[src/rtl/e_seek.sv]
// e_seek: sequential first-clear-bit finder.
//
// Given an occupancy vector x and a one-hot start position s, the block
// finds the first clear bit below s (index s-1, s-2, ...). With WRAP=1 the
// search continues from W-1 down to s+1. C positions are examined per SCAN
// cycle, so no W-wide combinational priority chain is built.
//
// Ports:
//   clk        - clock, rising edge
//   arst_n     - asynchronous active-low reset
//   req_vld_i  - request valid
//   req_rdy_o  - request ready (high only in IDLE)
//   req_x_i    - occupancy vector, captured on accept
//   req_sel_i  - one-hot start position, captured on accept
//   rsp_vld_o  - response valid
//   rsp_rdy_i  - response accepted
//   rsp_hit_o  - a clear bit was found
//   rsp_err_o  - req_sel_i was not one-hot
//   rsp_y_o    - one-hot position of the found bit (0 on miss)
//   rsp_pos_o  - binary index of the found bit (0 on miss)
module e_seek #(
    parameter int W    = 16,
    parameter int C    = 4,
    parameter int WRAP = 0
) (
    input  logic                 clk,
    input  logic                 arst_n,
    input  logic                 req_vld_i,
    output logic                 req_rdy_o,
    input  logic [W-1:0]         req_x_i,
    input  logic [W-1:0]         req_sel_i,
    output logic                 rsp_vld_o,
    input  logic                 rsp_rdy_i,
    output logic                 rsp_hit_o,
    output logic                 rsp_err_o,
    output logic [W-1:0]         rsp_y_o,
    output logic [$clog2(W)-1:0] rsp_pos_o
);

    localparam int PW = $clog2(W);
    // One extra bit so offset counts up to W-1 and chunk bases never wrap.
    localparam int CW = PW + 1;

    typedef enum logic [1:0] {
        IDLE = 2'd0,
        SCAN = 2'd1,
        RESP = 2'd2
    } state_t;

    // True when exactly one bit of v is set.
    function automatic logic is_onehot(input logic [W-1:0] v);
        logic seen;
        logic multi;
        seen  = 1'b0;
        multi = 1'b0;
        for (int i = 0; i < W; i++) begin
            multi = multi | (seen & v[i]);
            seen  = seen | v[i];
        end
        return seen & ~multi;
    endfunction

    // Binary index of a one-hot vector (meaningless for non-one-hot input).
    function automatic logic [PW-1:0] onehot_idx(input logic [W-1:0] v);
        logic [PW-1:0] idx;
        idx = {PW{1'b0}};
        for (int i = 0; i < W; i++) begin
            idx = idx | ({PW{v[i]}} & PW'(i));
        end
        return idx;
    endfunction

    // One-hot vector with bit idx set.
    function automatic logic [W-1:0] idx_onehot(input logic [PW-1:0] idx);
        logic [W-1:0] one;
        one = {{(W-1){1'b0}}, 1'b1};
        return one << idx;
    endfunction

    state_t          state_r;
    logic [W-1:0]    x_r;
    logic [PW-1:0]   s_idx_r;
    logic [CW-1:0]   n_r;
    logic [CW-1:0]   base_r;     // offset of the current chunk minus one (j*C)
    logic            req_rdy_r;
    logic            rsp_vld_r;
    logic            rsp_hit_r;
    logic            rsp_err_r;
    logic [W-1:0]    rsp_y_r;
    logic [PW-1:0]   rsp_pos_r;

    logic            sel_ok_s;
    logic [PW-1:0]   sel_idx_s;
    logic            start_set_s;
    logic [CW-1:0]   n_in_s;
    logic            hit_s;
    logic [PW-1:0]   hit_idx_s;
    logic            last_s;
    logic [31:0]     off_s;
    logic [PW-1:0]   idx_s;

    // Decode the incoming request: validity of sel, start index, offset count.
    always_comb begin
        sel_ok_s    = is_onehot(req_sel_i);
        sel_idx_s   = onehot_idx(req_sel_i);
        start_set_s = req_x_i[sel_idx_s];
        if (WRAP != 0) begin
            n_in_s = CW'(W - 1);
        end else begin
            n_in_s = CW'(sel_idx_s);
        end
    end

    // Examine offsets base+1 .. base+C (clipped to N); lowest offset wins.
    always_comb begin
        hit_s     = 1'b0;
        hit_idx_s = {PW{1'b0}};
        off_s     = 32'd0;
        idx_s     = {PW{1'b0}};
        for (int i = 0; i < C; i++) begin
            off_s = 32'(base_r) + 32'(i) + 32'd1;
            // Index (s - off) mod W, computed without negative intermediates.
            if (32'(s_idx_r) >= off_s) begin
                idx_s = PW'(32'(s_idx_r) - off_s);
            end else begin
                idx_s = PW'(32'(s_idx_r) + 32'(W) - off_s);
            end
            if (!hit_s && (off_s <= 32'(n_r)) && !x_r[idx_s]) begin
                hit_s     = 1'b1;
                hit_idx_s = idx_s;
            end else begin
                hit_s     = hit_s;
            end
        end
        last_s = (32'(base_r) + 32'(C)) >= 32'(n_r);
    end

    // Control FSM with registered handshake and response outputs.
    always_ff @(posedge clk or negedge arst_n) begin
        if (!arst_n) begin
            state_r   <= IDLE;
            x_r       <= {W{1'b0}};
            s_idx_r   <= {PW{1'b0}};
            n_r       <= {CW{1'b0}};
            base_r    <= {CW{1'b0}};
            req_rdy_r <= 1'b1;
            rsp_vld_r <= 1'b0;
            rsp_hit_r <= 1'b0;
            rsp_err_r <= 1'b0;
            rsp_y_r   <= {W{1'b0}};
            rsp_pos_r <= {PW{1'b0}};
        end else begin
            case (state_r)
                IDLE: begin
                    if (req_vld_i) begin
                        x_r       <= req_x_i;
                        s_idx_r   <= sel_idx_s;
                        n_r       <= n_in_s;
                        base_r    <= {CW{1'b0}};
                        req_rdy_r <= 1'b0;
                        rsp_hit_r <= 1'b0;
                        rsp_y_r   <= {W{1'b0}};
                        rsp_pos_r <= {PW{1'b0}};
                        if (!sel_ok_s) begin
                            state_r   <= RESP;
                            rsp_vld_r <= 1'b1;
                            rsp_err_r <= 1'b1;
                        end else if (!start_set_s || (n_in_s == {CW{1'b0}})) begin
                            state_r   <= RESP;
                            rsp_vld_r <= 1'b1;
                            rsp_err_r <= 1'b0;
                        end else begin
                            state_r   <= SCAN;
                            rsp_err_r <= 1'b0;
                        end
                    end else begin
                        state_r <= IDLE;
                    end
                end
                SCAN: begin
                    if (hit_s) begin
                        state_r   <= RESP;
                        rsp_vld_r <= 1'b1;
                        rsp_hit_r <= 1'b1;
                        rsp_y_r   <= idx_onehot(hit_idx_s);
                        rsp_pos_r <= hit_idx_s;
                    end else if (last_s) begin
                        state_r   <= RESP;
                        rsp_vld_r <= 1'b1;
                    end else begin
                        base_r <= base_r + CW'(C);
                    end
                end
                RESP: begin
                    if (rsp_rdy_i) begin
                        state_r   <= IDLE;
                        req_rdy_r <= 1'b1;
                        rsp_vld_r <= 1'b0;
                        rsp_hit_r <= 1'b0;
                        rsp_err_r <= 1'b0;
                        rsp_y_r   <= {W{1'b0}};
                        rsp_pos_r <= {PW{1'b0}};
                    end else begin
                        state_r <= RESP;
                    end
                end
                default: begin
                    state_r   <= IDLE;
                    req_rdy_r <= 1'b1;
                    rsp_vld_r <= 1'b0;
                end
            endcase
        end
    end

    assign req_rdy_o = req_rdy_r;
    assign rsp_vld_o = rsp_vld_r;
    assign rsp_hit_o = rsp_hit_r;
    assign rsp_err_o = rsp_err_r;
    assign rsp_y_o   = rsp_y_r;
    assign rsp_pos_o = rsp_pos_r;

endmodule

[config.mk]
export PLATFORM = sky130hd
export DESIGN_NAME = e_seek
export DESIGN_NICKNAME = d
export VERILOG_FILES = /design/src/rtl/e_seek.sv
export SDC_FILE = /design/constraint.sdc
export NUM_CORES = 1
export LEC_CHECK = 0
export BUFFER_PORTS_ARGS = -buffer_cell sky130_fd_sc_hd__buf_2
export CAP_MARGIN = 25
export CORE_UTILIZATION = 45
export DETAILED_ROUTE_END_ITERATION = 8
export PLACE_DENSITY = 0.67
export SLEW_MARGIN = 20
export SYNTH_ARGS = -nofsm -noshare
export SYNTH_HDL_FRONTEND = slang
export SYNTH_SLANG_ARGS = --single-unit
[constraint.sdc]
create_clock -name clk -period 4.9 [get_ports clk]
set_input_delay 0.49 -clock clk [delete_from_list [all_inputs] [get_ports clk]]
set_output_delay 0.49 -clock clk [all_outputs]
set_load 0.01 [all_outputs]
==> results.json, run 1 <==
{
  "outcome": "finished, final reports clean",
  "whs_ns": 0.262,
  "drive_above_1_share": 0.299,
  "dieArea_mm2": 0.00840,
  "rows": 32,
  "final_nets": 454,
  "drv_slew": 0,
  "cts_resized": 0,
  "cap_viol_max_count": 0,
  "grt.met1_usage": 0.318,
  "yosysSeqAreaShare": 0.339,
  "multi_input_area_mm2": 0.00227,
  "grt_use_met3": 0.0307,
  "synth-edff-count": 0,
  "cts_max_level": 2,
  "rsz0062_at_grt": "no",
  "syn_avg_cell_area_um2": 10.5,
  "finalCritPeriodShare": 0.800,
  "crit_chain": "inv_1, ha_1, xor2_1, mux4_2, or2_1, and3_4, a211oi_4, or3b_4, a211oi_2, a32o_2",
  "synth_top_area_frac": 0.332,
  "wl_um": 8860,
  "syn_inst": 344,
  "cp.required_ns": 5.15,
  "insertion_delay_ns": 0.31,
  "crit_buf_inv": 1,
  "via_per_inst": 6.10,
  "cp_data_arrival_time_ns": 4.17,
  "max_stage_delay_ns": 0.63,
  "firstDrtPassIters": 5,
  "mostFrequentLayoutCell": "buf_2",
  "synth-main-ff-cell": "dfrtp_1",
  "final_cell_mix": "59 x buf_2, 48 x dfrtp_1, 23 x mux2i_1",
  "critPathLaunchType": "flop",
  "layout_min_cycle_time_ns": 3.92,
  "port_buffers": 59,
  "fillers": 737,
  "fin_setup_tns_ns": 0,
  "drt_iter0_markers": 258,
  "power.density_mw_per_mm2": 414,
  "hold_buffers": 0,
  "die_w_um": 91.7,
  "min_path_type": "input pin to asynchronous set/reset pin",
  "cp-end-kind": "flop",
  "max_freq_mhz": 255,
  "critical_path.top_delay_family": "simple AND/OR/NAND/NOR gates",
  "final_antenna_net_count": 0,
  "worstPathMaxFanout": 12,
  "dp_hpwl_um": 6750,
  "relSlewSlack": 0.459,
  "p_leak_uw": 0.00195,
  "hold_viol_final": 0,
  "antenna_found_initial": 0,
  "synth_area_mm2": 0.00362,
  "start_util": 0.466,
  "cp_slowest_cell": "ha_1",
  "die_h_um": 91.7,
  "cts_max_path_buffers": 2,
  "drc_errors": 0,
  "crit_type": "flop to flop",
  "synth_top_area_cell": "dfrtp_1",
  "synth_area_leaders": "dfrtp_1 33%, mux2i_1 6.4%, ha_1 6.2%",
  "grt_pass1_vias": 2896,
  "core_mm2": 0.00777,
  "grt_overflow": 0,
  "via_count": 3067,
  "grt_use_met2": 0.357,
  "n_antenna_cell": 0,
  "io_pins": 60,
  "grt_pass1_wl_um": 14900,
  "track_usage": 0.224,
  "wl_per_cell_um": 17.6,
  "top_usage_layer": "met2",
  "clock_sinks": 49,
  "area_delta_synth_final_pct": 12.6,
  "synth-seq-cells": 49,
  "cts_tree": "built",
  "ys.warnings.count": 0,
  "tightestPinTransition_ns": 0.808,
  "cts_buffers": 5,
  "register_area_mm2": 0.00123,
  "setup_violations": 0,
  "async_flop_share": 1.00,
  "clkTransAtPathRegs_ns": 0.10,
  "cts_setup_buffers": 0,
  "synth_cell_types": 71,
  "ir_drop_v": 0.000181,
  "grt_start_max_net_pins": 50,
  "skew_ns": 0.00872,
  "clockRootBuffer": "clkbuf_8",
  "gp_congestion": 0.907
}
-- worst paths after layout --
check                        startpoint           end  slack (ns)  depth (start not counted)
setup / recovery             s_idx_r[2]    rsp_y_o[5]        0.98                         10
hold / removal                   arst_n    rsp_y_o[9]        0.26                          2
setup reg to reg             s_idx_r[2]    rsp_y_o[5]        0.98                         10
hold reg to reg            rsp_pos_o[2]  rsp_pos_o[2]        0.49                          1
max in group asynchronous        arst_n        x_r[9]        4.19                          2
min in group clk             req_x_i[0]        x_r[0]        0.42                          2
-- cells by family after synthesis --
| logic type | Yosys count | share of synthesized area |
|---|---|---|
| AOI/OAI and AO/OA | 92 | 0.198 |
| xor gates and xnor gates | 11 | 0.0318 |
| adders and majority gates | 19 | 0.0650 |
| buffers and inverters | 25 | 0.0353 |
| DFF | 49 | 0.339 |
| muxes | 55 | 0.194 |
| other | 2 | 0.00208 |
| and+or+nand+nor | 91 | 0.134 |
-- flip-flops by register name, indices dropped and copies added (netlist names) --
register   cells
rsp_y_o       16
x_r           16
rsp_pos_o      4
s_idx_r        4
base_r         3
state_r        2
req_rdy_o      1
rsp_err_o      1
rsp_hit_o      1
rsp_vld_o      1
-- Yosys cell counts, types with 9 or more instances --
library cell	instances
mux2i_1	23
inv_1	10
mux2_2	20
dfrtp_1	48
a21oi_1	12
ha_1	18
nor2_1	22
a32o_1	9
nand3_1	13
nand2_1	18
o21ai_0	15
-- worst register-to-register path, stage by stage (launching register included) --
cell and delay, ns:
dfrtp_1 0.39, inv_1 0.09, ha_1 0.63, xor2_1 0.35, mux4_2 0.57, or2_1 0.24
and3_4 0.21, a211oi_4 0.31, or3b_4 0.46, a211oi_2 0.38, a32o_2 0.23
-- cell type report --
class                   instances  share of cell area
multi-input cells             271               0.557
flip-flops and latches         49               0.301
repair buffers                 63              0.0799
well taps                     102              0.0313
clock buffers                   6              0.0178
inverters                      10             0.00921
clock inverters                 2             0.00338
-- report_power, final --
part,total [µW],switching (µW),internal (µW)
logic,939,556,382
registers,507,58.9,448
clock network,243,141,102
total,1690,756,933
-- routing by layer --
| layer | share of wire | vias up |
|---|---|---|
| met3 | 0.045 | 13 |
| met2 | 0.48 | 90 |
| met4 | 0.014 | 0 |
| met1 | 0.47 | 1535 |
| li1 | - | 1429 |
| met5 | 0 | - |
-- through the flow --
stage,instances,cell area (µm²),power (µW),setup slack (ns),utilization
6_report,503,4070,1690,0.982,0.524
5_1_grt,503,4070,1800,0.779,0.524
4_1_cts,503,4070,1680,0.970,0.524
3_5_place_dp,495,3990,1430,1.01,0.513
3_3_place_gp,495,3990,1430,1.08,0.513
2_1_floorplan,345,3620,1240,1.44,-
Power figures use the tool's default switching activity.
==> inputs of run 2 (changes only) <==
--- a/config.mk
+++ b/config.mk
@@ -9,7 +9,7 @@
 export CAP_MARGIN = 25
 export CORE_UTILIZATION = 45
 export DETAILED_ROUTE_END_ITERATION = 8
-export PLACE_DENSITY = 0.67
+export PLACE_DENSITY = 0.7
 export SLEW_MARGIN = 20
 export SYNTH_ARGS = -nofsm -noshare
 export SYNTH_HDL_FRONTEND = slang
==> constraint.sdc (replaced) <==
create_clock -name clk -period 3.42 [get_ports clk]
set_input_delay 0.342 -clock clk [delete_from_list [all_inputs] [get_ports clk]]
set_output_delay 0.342 -clock clk [all_outputs]
set_load 0.01 [all_outputs]
==> run 2 against run 1 <==
  * Final area up 5.8%
  * Global-route usage barely moved
  * Combinational power up 66%
  * Sequential power is 41% higher
  * Cell count grew 4.0%
  * Critical path depth is the same
  * Non-clock buffer count increased by 20
  * Die area stayed put
  * Sequential share of layout area decreased by 1.7 points
  * Utilization up 3.1 points
  * Largest power group unchanged
  * Highest routed layer unchanged
==> results.json, run 2 (same netlist as run 1, synthesis figures left out) <==
{
  "outcome": "finished, final reports clean",
  "io_pins": 60,
  "grt_pass1_wl_um": 15000,
  "whs_ns": 0.266,
  "cts_buffers": 5,
  "finalCritPeriodShare": 0.969,
  "final_antenna_net_count": 0,
  "critical_path.top_delay_family": "compound AO/OA/AOI/OAI gates",
  "finish.instance_area_mm2": 0.00431,
  "port_buffers": 59,
  "gp_congestion": 0.921,
  "core_mm2": 0.00777,
  "p_leak_uw": 0.00205,
  "cts_max_level": 2,
  "drc_errors": 0,
  "dieArea_mm2": 0.00840,
  "max_stage_delay_ns": 0.57,
  "crit_buf_inv": 2,
  "multi_input_area_mm2": 0.00234,
  "placed_cell_area_mm2": 0.00412,
  "dp_hpwl_um": 6870,
  "start_util": 0.466,
  "die_w_um": 91.7,
  "fin_setup_tns_ns": 0,
  "cp_data_arrival_time_ns": 3.51,
  "relSlewSlack": 0.564,
  "cts_tree": "built",
  "final_util": 0.555,
  "via_count": 3067,
  "wl_um": 8880,
  "max_freq_mhz": 302,
  "die_h_um": 91.7,
  "area_delta_synth_final_pct": 19.2,
  "crit_chain": "inv_1, ha_2, xnor2_4, mux4_2, a311oi_4, a211oi_4, buf_4, a211o_2, and4_4, a32o_1",
  "fillers": 676,
  "n_antenna_cell": 0,
  "layout_min_cycle_time_ns": 3.32,
  "final_nets": 474,
  "clockRootBuffer": "clkbuf_8",
  "mostFrequentLayoutCell": "buf_2",
  "drive_above_1_share": 0.354,
  "final_cell_mix": "59 x buf_2, 48 x dfrtp_1, 23 x mux2i_1",
  "cp-end-kind": "flop",
  "insertion_delay_ns": 0.30,
  "grt_start_max_net_pins": 33,
  "hold_viol_final": 0,
  "via_per_inst": 5.86,
  "cp_slowest_cell": "mux4_2",
  "wl_per_cell_um": 17.0,
  "clock_sinks": 49,
  "antenna_found_initial": 0,
  "grt_pass1_vias": 3051,
  "drv_slew": 0,
  "tightestPinTransition_ns": 0.649,
  "min_path_type": "input pin to flop",
  "clkTransAtPathRegs_ns": 0.09,
  "grt_overflow": 0,
  "rows": 32,
  "register_area_mm2": 0.00123,
  "cap_viol_max_count": 0,
  "post-place-ws_ns": -0.0161,
  "worstPathMaxFanout": 7,
  "fin_ws_ns": 0.105,
  "cts_max_path_buffers": 2,
  "skew_ns": 0.00478,
  "ir_drop_v": 0.000275,
  "firstDrtPassIters": 4,
  "crit_type": "flop to flop",
  "drt_iter0_markers": 148,
  "track_usage": 0.224,
  "setup_violations": 0,
  "power.density_mw_per_mm2": 606,
  "cp.required_ns": 3.62,
  "critPathLaunchType": "flop"
}
[run 2: changes by cell type in the layout (fill, tap and decap cells not counted), sizes merged]
cell         delta
buf            +19
dlygate4sd3     +1
[run 2: repair_timing]
action                                  CTS  global route
hold buffers                              1             0
hold endpoints to repair                 17             0
endpoints found under the setup margin    6            23
setup buffers                             0             3
pin swaps                                 0             6
resized for setup                         2            11
[run 2: area by class of cell]
type / instances / area share
timing repair buffer: 83 / 0.115
multi-input combinational: 271 / 0.542
sequential: 49 / 0.285
clock buffer: 6 / 0.0168
tap: 102 / 0.0296
inverter: 10 / 0.00871
clock inverter: 2 / 0.00319
[run 2: per-stage QoR]
step,total power [µW],instances
floorplan,1770,345
global placement,2130,510
detailed placement,2160,511
CTS,2530,520
global route,2770,523
finish,2610,523
[run 2: power by group]
group / internal, µW / leakage (µW) / switching, µW
registers: 642 / 0.000626 / 71.4
logic: 678 / 0.00138 / 879
clock network: 146 / 0.0000456 / 198
total: 1470 / 0.00205 / 1150
[run 2: final timing paths]
path,endpoint,slack [ns],depth (start not counted),from
min in group asynchronous,x_r[14],0.50,2,arst_n
hold / removal,x_r[0],0.27,2,req_x_i[0]
setup reg to reg,rsp_y_o[8],0.10,10,s_idx_r[1]
setup / recovery,rsp_y_o[8],0.10,10,s_idx_r[1]
max in group asynchronous,req_rdy_o,2.34,3,arst_n
hold reg to reg,rsp_pos_o[2],0.47,1,rsp_pos_o[2]
[run 2: layer usage]
layer	global-route usage	vias to the layer above	wire length [µm]
met5	0	-	0
met4	0.0661	0	158
met3	0.0348	11	450
met2	0.371	94	4290
met1	0.302	1499	3980
li1	-	1463	-
[run 2: worst register-to-register path, stage by stage (launching register included)]
cell      delay [ns]
dfrtp_1         0.45
inv_1           0.24
ha_2            0.29
xnor2_4         0.13
mux4_2          0.57
a311oi_4        0.46
a211oi_4        0.14
buf_4           0.16
a211o_2         0.33
and4_4          0.20
a32o_1          0.25
